## config.mk

```make
export PLATFORM = sky130hd
export DESIGN_NAME = res_stream_out
export DESIGN_NICKNAME = d
export VERILOG_FILES = /design/src/rtl/res_stream_out.sv
export SDC_FILE = /design/constraint.sdc
export NUM_CORES = 1
export LEC_CHECK = 0
export BUFFER_PORTS_ARGS = -buffer_cell sky130_fd_sc_hd__buf_2
export CAP_MARGIN = 5
export CORE_UTILIZATION = 57
export DETAILED_ROUTE_END_ITERATION = 10
export PLACE_DENSITY = 0.94
export SLEW_MARGIN = 20
export SYNTH_ARGS = -nofsm -noshare
export SYNTH_HDL_FRONTEND = slang
export SYNTH_SLANG_ARGS = --single-unit
```

## constraint.sdc

```tcl
create_clock -name clk -period 3.1 [get_ports clk]
set_input_delay 0.155 -clock clk [delete_from_list [all_inputs] [get_ports clk]]
set_output_delay 0.155 -clock clk [all_outputs]
set_load 0.02 [all_outputs]
```

## src/rtl/res_stream_out.sv

```systemverilog
// res_stream_out: streams NUM_WORDS results from the RES RAM as one AXI4-Stream packet.
// A 2-entry skid buffer absorbs back-pressure. The RAM word counts as buffered in the
// cycle it arrives, so the first beat follows the first read by one cycle.
// Optional feature: define RES_SIGN_EXTEND_EN to sign-extend results into the upper
// TDATA bits. When it is undefined, those bits are zero-filled.
module res_stream_out #(
  parameter int unsigned width          = 8,
  parameter int unsigned RES_depth_bits = 6,
  parameter int unsigned NUM_WORDS      = 64,
  parameter int unsigned AXIS_width     = 32
) (
  input  logic                      clk,
  input  logic                      resetn,
  input  logic                      start,
  output logic                      busy,
  output logic                      done,
  output logic                      RES_read_en,
  output logic [RES_depth_bits-1:0] RES_read_address,
  input  logic [width-1:0]          RES_read_data_out,
  output logic                      M_AXIS_TVALID,
  input  logic                      M_AXIS_TREADY,
  output logic [AXIS_width-1:0]     M_AXIS_TDATA,
  output logic                      M_AXIS_TLAST
);

  localparam int unsigned CntW = $clog2(NUM_WORDS + 1);
  localparam logic [CntW-1:0] NumWordsC = CntW'(NUM_WORDS);
  localparam logic [CntW-1:0] LastIdxC = CntW'(NUM_WORDS - 1);
  localparam logic [RES_depth_bits-1:0] LastAddrC = RES_depth_bits'(NUM_WORDS - 1);

  typedef enum logic [1:0] {StIdle, StStream, StFinish} state_e;

  state_e                    state_q, state_d;
  logic [CntW-1:0]           rd_cnt_q, rd_cnt_d;
  logic [CntW-1:0]           sent_cnt_q, sent_cnt_d;
  logic [RES_depth_bits-1:0] addr_q, addr_d;
  logic [1:0]                occ_q, occ_d;
  logic                      inflight_q, inflight_d;
  logic [width-1:0]          buf0_q, buf0_d;
  logic [width-1:0]          buf1_q, buf1_d;

  logic             start_acc;
  logic             push;
  logic             pop;
  logic             out_valid;
  logic [width-1:0] head;
  logic             fill;

  // The word on the RAM output is presented directly when the buffer is empty.
  assign push      = inflight_q;
  assign out_valid = (occ_q != 2'd0) | inflight_q;
  assign head      = (occ_q != 2'd0) ? buf0_q : RES_read_data_out;
  assign pop       = out_valid & M_AXIS_TREADY;

  // FSM next-state and status outputs
  always_comb begin
    state_d   = state_q;
    busy      = 1'b0;
    done      = 1'b0;
    start_acc = 1'b0;
    unique case (state_q)
      StIdle: begin
        if (start) begin
          state_d   = StStream;
          start_acc = 1'b1;
        end
      end
      StStream: begin
        busy = 1'b1;
        if (pop && M_AXIS_TLAST) begin
          state_d = StFinish;
        end
      end
      StFinish: begin
        done    = 1'b1;
        state_d = StIdle;
      end
      default: state_d = StIdle;
    endcase
  end

  // Read issue: registered occupancy plus the in-flight read never exceeds the two slots
  always_comb begin
    RES_read_en      = (state_q == StStream) && (rd_cnt_q < NumWordsC) &&
                       ((occ_q + {1'b0, inflight_q}) < 2'd2);
    RES_read_address = addr_q;
    inflight_d       = RES_read_en;
    rd_cnt_d         = rd_cnt_q;
    addr_d           = addr_q;
    if (start_acc) begin
      rd_cnt_d = '0;
      addr_d   = '0;
    end else if (RES_read_en) begin
      rd_cnt_d = rd_cnt_q + 1'b1;
      // Hold on the final address rather than wrapping
      if (addr_q != LastAddrC) begin
        addr_d = addr_q + 1'b1;
      end
    end
  end

  // Skid buffer update: buf0 is the head, buf1 queues behind it
  always_comb begin
    buf0_d = buf0_q;
    buf1_d = buf1_q;
    occ_d  = occ_q;
    case ({push, pop})
      2'b10: begin
        if (occ_q == 2'd0) begin
          buf0_d = RES_read_data_out;
        end else begin
          buf1_d = RES_read_data_out;
        end
        occ_d = occ_q + 2'd1;
      end
      2'b01: begin
        buf0_d = buf1_q;
        occ_d  = occ_q - 2'd1;
      end
      2'b11: begin
        // Occupancy unchanged; when empty the arriving word leaves directly
        if (occ_q == 2'd2) begin
          buf0_d = buf1_q;
          buf1_d = RES_read_data_out;
        end else if (occ_q == 2'd1) begin
          buf0_d = RES_read_data_out;
        end
      end
      default: ;
    endcase
  end

  // Beat counter drives TLAST
  always_comb begin
    sent_cnt_d = sent_cnt_q;
    if (start_acc) begin
      sent_cnt_d = '0;
    end else if (pop) begin
      sent_cnt_d = sent_cnt_q + 1'b1;
    end
  end

`ifdef RES_SIGN_EXTEND_EN
  assign fill = head[width-1];
`else
  assign fill = 1'b0;
`endif

  // Stream outputs, forced to zero when no beat is presented
  always_comb begin
    M_AXIS_TVALID = out_valid;
    M_AXIS_TLAST  = out_valid && (sent_cnt_q == LastIdxC);
    M_AXIS_TDATA  = '0;
    if (out_valid) begin
      M_AXIS_TDATA              = {AXIS_width{fill}};
      M_AXIS_TDATA[width-1:0]   = head;
    end
  end

  // State registers with synchronous active-low reset
  always_ff @(posedge clk) begin
    if (!resetn) begin
      state_q    <= StIdle;
      rd_cnt_q   <= '0;
      sent_cnt_q <= '0;
      addr_q     <= '0;
      occ_q      <= 2'd0;
      inflight_q <= 1'b0;
      buf0_q     <= '0;
      buf1_q     <= '0;
    end else begin
      state_q    <= state_d;
      rd_cnt_q   <= rd_cnt_d;
      sent_cnt_q <= sent_cnt_d;
      addr_q     <= addr_d;
      occ_q      <= occ_d;
      inflight_q <= inflight_d;
      buf0_q     <= buf0_d;
      buf1_q     <= buf1_d;
    end
  end

endmodule
```

# Yosys cells after proc, flatten, opt, wreduce, memory -nomap -nowiden
# Index checks and enable logic that the tools add are counted.
# classes
reduce_logical,15
order_cmp,2
eq_ne,15
n_bitwise,3
muxes,17
add_sub_neg,6
# op_table
operator,n
8-bit two-way mux,7
8-bit case mux with 3 select lines,1
8-bit case mux with 2 select lines,1
"7-bit by 1-bit adder with 7-bit output, second input constant",2
"2-bit inequality test, second input constant",5
"2-bit == test, second input constant",4
2-bit case mux with 2 select lines,2
"7-bit by 6-bit == test with 1-bit output, second input constant",1
"7-bit < comparator, second input constant",1
"6-bit by 1-bit adder with 6-bit output, second input constant",1
"2-bit by 1-bit == test with 1-bit output, second input constant",3
"6-bit inequality test, second input constant",1
3-bit AND reduction,2
2-bit nonzero test,3
1-bit logical AND,4
2-bit logical NOT,2
1-bit two-way mux,4
2-bit two-way mux,2
2-bit AND reduction,2
"3-bit inequality test, second input constant",1
3-bit nonzero test,1
2-bit by 1-bit adder with 2-bit output,1
"2-bit by 1-bit adder with 2-bit output, second input constant",1
"2-bit < comparator, second input constant",1
other kinds (5),5
# word_totals
inputBits,12
register_bits,41
out_inout_bits,43
elab_cells,66

# Depth between registers and ports, before layout
# Gate-level depths: netlist of the first run.
# logic_depth
depth_word,6
ltp_mapped,7
mapped_depth_nobuf,6

# Worst setup path before layout of the first run
# Ideal clock, no wire load.
# synth_path
kind,reg-to-reg
startpoint,reg state_q[0]
endpoint,"reg addr_q[0], in the netlist RES_read_address[0]"
setup_time_ns,0.070
stages_incl_launch_ff,6
slack_ns,1.361
arrival_time_ns,1.669
path_buffers,1
t_required_ns,3.030
period_less_slack_ns,1.739
cell_sequence,dfxtp_1 -> or3b_1 -> or3_4 -> buf_6 -> or3_1 -> a21oi_1
# synth_between
elab_chain_len,4
word_cells_on_any_way,7
classes_between,1 x eq/ne; 1 x mux; 5 x reduce/logical
# synth_lines
item,line_no,rtl
from (decl),33,"state_e state_q, state_d;"
from (signal assigned),163,state_q <= StIdle;
from (signal assigned),172,state_q <= state_d;
2-bit by 1-bit == test with 1-bit output,84,RES_read_en = (state_q == StStream) && (rd_cnt_q < NumWordsC) &&
1-bit logical AND (2 in a row),84,
2-bit AND reduction (no source line),n/a,
to (signal assigned),175,addr_q <= addr_d;
to (decl),36,"logic [RES_depth_bits-1:0] addr_q, addr_d;"
# Several ways; a longest one is shown, not always the timed one.
# A chain may end at the register's enable or synchronous reset.

# Worst setup path in the final report of the first run
# layout_path
startpoint,reg occ_q[0]
endpoint,reg buf0_q[5]
# layout_between
elab_chain_len,6
word_cells_on_any_way,15
classes_between,7 x eq/ne; 2 x mux; 2 x bitwise; 4 x reduce/logical
# layout_lines
item,line_no,rtl
from (decl),37,"logic [1:0] occ_q, occ_d;"
from (signal assigned),167,occ_q <= 2'd0;
from (signal assigned),176,occ_q <= occ_d;
2-bit nonzero test,51,assign out_valid = (occ_q != 2'd0) | inflight_q;
1-bit bitwise OR,51,
1-bit AND,53,assign pop = out_valid & M_AXIS_TREADY;
2-bit == test / 2-bit by 1-bit == test with 1-bit output (equally long branches),107,"case ({push, pop})"
3-bit inequality test (no source line) (tied with other cells),n/a,
3-bit AND reduction (no source line),n/a,
to (signal assigned),178,buf0_q <= buf0_d;
to (decl),39,"logic [width-1:0] buf0_q, buf0_d;"
# Several ways; a longest one is shown, not always the timed one.

==> run summary, run 1 <==
CP max FO -> 21
Hold Fails Final Rpt -> 0
crit path capture type -> flop
cell with the most instances after synthesis -> dfxtp_1
Yosys reg bits -> 41
CP Class -> reg2reg
post-route ant nets -> 0
die width -> 63.89 um
top_reg_cell synth -> dfxtp_1
Fin Setup TNS -> 0 ns
Initial Util -> 59.64%
die area -> 4082 um^2
post_cts resized -> 0
initial antenna violation count -> 0
Static Leak -> 1.085 nW
placer congestion estimate -> 0.8115
largest area contributor in the synthesized netlist -> dfxtp_1
Slew Viols, Final -> 0
Async SR Flop Fraction -> 0%
Global Route Usage Sum -> 23.11%
PD cells -> 640.7 nW/um^2
Power, Total -> 1.485 mW
Die Height -> 63.89 um
Slew Limit Headroom -> 50.90%
TritonCTS Buffers -> 5
crit path DAT -> 2.56 ns
synth cell count leaders -> 41 x dfxtp_1, 25 x nor2_1, 24 x buf_4
Ports -> 55
cell count after synthesis -> 260
fmax -> 0.4182 GHz
area of the multi-input gates -> 1157 um^2
fin cells -> 331
vias in the first global route -> 1664
Sequential Area -> 820.8 um^2
final setup margin -> 0.7085 ns
# DRC -> 0
synthesized area per cell -> 8.397 um^2
Clk pin slew, worst setup/hold paths -> 0.07 ns
CTS Sinks -> 41
drt first pass iters -> 4
CP Launch Type -> flop
Max Root-Sink Buffers -> 2
Slew @ Worst Pin -> 0.7365 ns
root buf cell -> clkbuf_8
via count -> 1772
Hold/Removal Path Class -> in2reg
fillcell total -> 331
Worst VDD drop -> 0.0004433 V
Worst Skew -> 0.006381 ns
layout cells sized above 1 -> 13.78%
# rows -> 22
EDFF count, synth -> 0
Routed WL per cell -> 12.68 um
Inserted Diodes -> 0
post-synthesis sequential area ratio -> 37.59%
Clock Latency Late Sink -> 0.29 ns
Final #Nets -> 301
Via density -> 5.353
Core ar. -> 3661 um^2
RSZ-0062 raised after global routing -> false
run status -> finished clean
min Tclk post-route -> 2.391 ns
cts hold-fix bufs -> 0
Worst Path Required -> 3.27 ns
DRT iter0 DRCs -> 79
Post-Route WL -> 4.197 mm
first-pass GRT wire length -> 7.431 mm
CTS tree -> done
Max Cap Viol -> 0
worst slack at placement -> 0.7454 ns
total grt overflow -> 0
post-synth cell types -> 44
final cycle utilization of the critical path -> 77.14%
Synth top area share -> 37.59%
Synth Warn # -> 0
largest net degree at the start of global routing -> 22
Synth area leaders -> dfxtp_1 38%, buf_4 8.3%, mux2i_1 7.8%, nand3_1 4.6%, o21ai_0 4.6%
final setup vio count -> 0
post-CTS setup buffers -> 0
CTS H-tree depth -> 2
Mapped Area -> 2183 um^2
port bufs -> 30
P&R area growth vs syn -> 6.189%
dpl cells -> 325
post-DP HPWL -> 3.017 mm
==> metal layers <==
metal,wire length (um),global-route usage [%],share of wire (%),vias to the layer above
li1,-,-,-,894
met1,1943,29.24,46,813
met2,1987,37.37,47,57
met3,204,6.071,4.9,8
met4,61,8.807,1.5,0
met5,0,0,0,-
==> cell type report <==
type | count | share of cell area [%]
clock inverters | 1 | 0.2159
inverters | 15 | 2.428
repair buffers | 30 | 6.476
flip-flops and latches | 41 | 35.40
clock buffers | 5 | 2.968
multi-input cells | 191 | 49.92
well taps | 48 | 2.590
==> cell usage in the layout, fill, tap and decap left out, types with 2 or more instances in the layout <==
cell type,count
nor4_1,4
a311oi_1,2
and2_1,2
inv_1,14
nand3_1,20
nand2_1,10
nand4_1,3
xor2_1,6
clkbuf_8,5
nor2_1,25
and3_1,5
mux2i_1,17
nor3_1,2
nand2b_1,4
dfxtp_1,41
or4bb_1,2
buf_2,30
ha_1,5
xnor2_1,5
a21oi_1,14
conb_1,24
o21ai_0,20
or3_1,3
nor3b_1,2
==> critical path, cell delays in order, from the launching register on <==
cell and delay, ns:
dfxtp_1 0.33, inv_1 0.11, ha_1 0.55, nand2b_1 0.39, nand3_1 0.53, mux2i_1 0.28
a21oi_1 0.09
==> power by group <==
| group | total [mW] | switching (mW) | internal (mW) |
|---|---|---|---|
| registers | 0.659 | 0.0556 | 0.603 |
| clock network | 0.320 | 0.171 | 0.148 |
| logic | 0.507 | 0.340 | 0.167 |
| total | 1.49 | 0.567 | 0.918 |
==> final timing paths <==
path / from / end / slack, ns / cells after the start
min reg2reg: sent_cnt_q[1] / sent_cnt_q[1] / 0.47 / 2
min: RES_read_data_out[1] / buf1_q[1] / 0.13 / 3
max: occ_q[0] / buf0_q[5] / 0.71 / 6
max reg2reg: occ_q[0] / buf0_q[5] / 0.71 / 6
==> registers in the layout, indices dropped and copies added (netlist names) <==
name,count
inflight_q,1
buf1_q,8
RES_read_address,6
buf0_q,8
sent_cnt_q,7
rd_cnt_q,7
state_q,2
occ_q,2
==> logic make-up after synthesis <==
kind of cell | synth area share [%]
buffers and inverters | 13.35
flip-flops | 37.59
multiplexers | 7.794
adder cells (fa/ha/maj) | 2.865
other | 0.1718
AND/OR/NAND/NOR | 21.20
AO/OA/AOI/OAI | 12.61
XOR/XNOR | 4.412
==> stage by stage <==
step | cell area (um^2) | hold slack (ns) | util (%)
floorplan | 2270 | 0.2989 | -
detailed placement | 2245 | 0.4318 | 61.31
global placement | 2245 | 0.4242 | 61.31
finish | 2318 | 0.1315 | 63.33
global route | 2318 | 0.1600 | 63.33
CTS | 2318 | 0.1246 | 63.33
Power figures use the tool's default switching activity.
==> run 2: changes to the inputs <==
Settings changed: ABC_AREA set to 1, CORE_UTILIZATION 57 to 53, PLACE_DENSITY 0.94 to 0.88.
Clock period 3.1 ns to 2.47 ns, I/O delays scaled along.
==> run summary, run 2 <==
top_reg_cell synth -> dfxtp_1
R2R setup slack -> 0.70 ns (about the same)
post-route ant nets -> 0 (unchanged)
Ports -> 55 (unchanged)
GR Layer Usage met3 -> 5.833% (-0.24 points)
crit path capture type -> output port
CTS Sinks -> 41 (unchanged)
most common cell after layout, fill and taps aside -> nand2_1
port bufs -> 30 (unchanged)
layout cells sized above 1 -> 14.02% (+0.24 points)
FF-to-FF End -> buf0_q[3]
total grt overflow -> 0 (unchanged)
drt first pass iters -> 4 (unchanged)
EDFF count, synth -> 0 (unchanged)
Core ar. -> 4115 um^2 (+12%)
post-synthesis sequential area ratio -> 35.33% (-2.3 points)
Worst VDD drop -> 0.0003376 V (-24%)
Yosys reg bits -> 41 (unchanged)
Initial Util -> 56.46% (-3.2 points)
cell with the most instances after synthesis -> nand2_1
Internal Dissipation -> 1.109 mW (+21%)
Clk pin slew, worst setup/hold paths -> 0.07 ns (about the same)
DP Area -> 2394 um^2 (+6.6%)
cts hold-fix bufs -> 0 (unchanged)
largest net degree at the start of global routing -> 20 (-9.1%)
first-pass GRT wire length -> 7.514 mm (+1.1%)
via count -> 2090 (+18%)
Final #Nets -> 388 (+29%)
R2R cell count -> 8 (+2)
Reg power frac -> 43.5% (-0.8 points)
DRT iter0 DRCs -> 102 (+29%)
RSZ-0062 raised after global routing -> false
initial antenna violation count -> 0 (unchanged)
M1 GR Usage -> 26.91% (-2.3 points)
post_cts resized -> 0 (unchanged)
Slew Viols, Final -> 0 (unchanged)
CP max-delay cell -> dfxtp_1
Synth area leaders -> dfxtp_1 35%, nand2_1 12%, nor2_1 11%, buf_4 8.4%, a21oi_1 5.6%
# DRC -> 0 (unchanged)
die width -> 68.21 um (+6.8%)
synth cell count leaders -> 77 x nand2_1, 66 x nor2_1, 41 x dfxtp_1
Static Leak -> 1.133 nW (+4.5%)
final setup vio count -> 0 (unchanged)
fmax -> 0.5369 GHz
cell area after layout -> 2480 um^2 (+7.0%)
TritonCTS Buffers -> 5 (unchanged)
met2 usage -> 33.82% (-3.5 points)
CTS H-tree depth -> 2 (unchanged)
Via density -> 4.964 (-7.3%)
GRT busiest layer -> met2
Hold Path Depth -> 3 (unchanged)
Final Util -> 60.26% (-3.1 points)
Worst Hold Path EP -> buf1_q[4]
Global Route Usage Sum -> 21.46% (-1.7 points)
CP Launch Type -> flop
Slew Limit Headroom -> 57.90% (+7.0 points)
Clock Latency Late Sink -> 0.29 ns (about the same)
Slew @ Worst Pin -> 0.6300 ns (-0.1065 ns)
synthesized area per cell -> 6.774 um^2 (-19%)
worst slack at placement -> 0.7414 ns (-0.004072 ns)
final setup margin -> 0.6076 ns (-0.1009 ns)
Post-Route WL -> 4.446 mm (+5.9%)
die area -> 4653 um^2 (+14%)
P&R area growth vs syn -> 6.731%
worst stage delay on the critical path -> 0.33 ns (-0.22 ns)
Net Sw Frac -> 36.65% (-1.5 points)
Worst Skew -> 0.008981 ns (+0.002600 ns)
PD cells -> 706.1 nW/um^2 (+10%)
Synth top area share -> 35.33% (-2.3 points)
post-DP HPWL -> 3.168 mm (+5.0%)
Max Cap Viol -> 0 (unchanged)
post-CTS setup buffers -> 0 (unchanged)
RR Startpoint -> occ_q[0]
Async SR Flop Fraction -> 0% (unchanged)
crit path DAT -> 1.74 ns (-0.82 ns)
Fin Setup TNS -> 0 ns (unchanged)
CTS tree -> done
Hold/Removal Path Class -> in2reg
Die Height -> 68.21 um (+6.8%)
Inserted Diodes -> 0 (unchanged)
placer congestion estimate -> 0.7883 (-2.9%)
run status -> finished clean
final cycle utilization of the critical path -> 75.40%
vias in the first global route -> 1802 (+8.3%)
Psw -> 0.6418 mW (+13%)
CP Class -> reg2out
Power, Total -> 1.751 mW (+18%)
root buf cell -> clkbuf_8
Routed WL per cell -> 10.56 um (-17%)
CP max FO -> 16 (-24%)
most frequent cells in the layout -> 77 x nand2_1, 66 x nor2_1, 41 x dfxtp_1
post-synth cell types -> 33 (-25%)
Synth Warn # -> 0 (unchanged)
Worst Path Required -> 2.35 ns (-0.92 ns)
min Tclk post-route -> 1.862 ns
cell count after synthesis -> 343 (+32%)
Mapped Area -> 2323 um^2 (+6.4%)
Clock Power Share -> 25.2% (+3.7 points)
Hold Fails Final Rpt -> 0 (unchanged)
critical path, cell by cell -> inv_1 > ha_1 > buf_4 > nor2_1 > a21oi_1 > buf_2
largest area contributor in the synthesized netlist -> dfxtp_1
Comb power frac -> 31.2% (-3.0 points)
Max Root-Sink Buffers -> 2 (unchanged)
biggest regs -> buf0_q x8, buf1_q x8
# rows -> 23 (+4.5%)
Hold Startpoint -> RES_read_data_out[4]
==> run 2: cell types whose count changed after synthesis, sizes merged, moves of 5 or more <==
cell    before  now
a21oi       14   26
and3         5    0
clkbuf       8    2
inv         14   30
mux2i       17    0
nand2       10   79
nand3       20   13
nor2        25   71
==> run 2: final cells by class <==
class                           instances  area (um^2)
Multi-Input combinational cell        261         1232
Clock buffer                            7        86.33
Timing Repair Buffer                   32        165.2
Inverter                               30        112.6
Tap cell                               50        62.56
Sequential cell                        41        820.8
Fill cell                             364         1635
==> run 2: logic make-up after synthesis <==
| kind of cell | Yosys count | share of synthesized area, % |
|---|---|---|
| buffers and inverters | 64 | 15.35 |
| AND/OR/NAND/NOR | 176 | 31.99 |
| other | 1 | 0.1614 |
| adder cells (fa/ha/maj) | 5 | 2.693 |
| XOR/XNOR | 6 | 2.262 |
| AO/OA/AOI/OAI | 50 | 12.22 |
| flip-flops | 41 | 35.33 |
==> run 2: layer usage <==
metal | vias up | wire, um | part of all wire, %
li1 | 1088 | - | -
met1 | 934 | 2032 | 46
met2 | 66 | 2156 | 48
met3 | 2 | 218 | 4.9
met4 | 0 | 38 | 0.85
met5 | - | 0 | 0
==> run 2: worst max-delay path: cells and delay by family, from the launching register on <==
kind,cells,cell delay [ns]
simple gates,1,0.07
compound gates,1,0.15
fa+ha+maj,1,0.32
buf+inv,3,0.58
flops,1,0.33
==> run 2: power by group through the flow <==
stage	Clock, mW	Combinational, mW	Sequential (mW)
after detailed placement	0	0.545	0.774
after floorplan	0	0.462	0.765
after global placement	0	0.532	0.775
after CTS	0.454	0.548	0.761
final	0.442	0.547	0.762
after global routing	0.473	0.613	0.769
==> run 2: how the worst max path moves through the flow <==
stage                     from               to  slack [ns]  cells past startpoint
global placement    inflight_q        buf1_q[7]        0.79                      6
global route          occ_q[0]  M_AXIS_TDATA[5]        0.51                      6
CTS                   occ_q[0]  M_AXIS_TDATA[5]        0.60                      6
floorplan             occ_q[0]     M_AXIS_TLAST        0.75                      6
detailed placement    occ_q[0]        buf0_q[6]        0.74                      8
finish                occ_q[0]  M_AXIS_TDATA[5]        0.61                      6
==> run 2: through the flow <==
step | cells | hold WS [ns]
floorplan | 366 | 0.2584
global placement | 414 | 0.3865
detailed placement | 414 | 0.3973
CTS | 421 | 0.09370
global route | 421 | 0.1064
finish | 421 | 0.1015
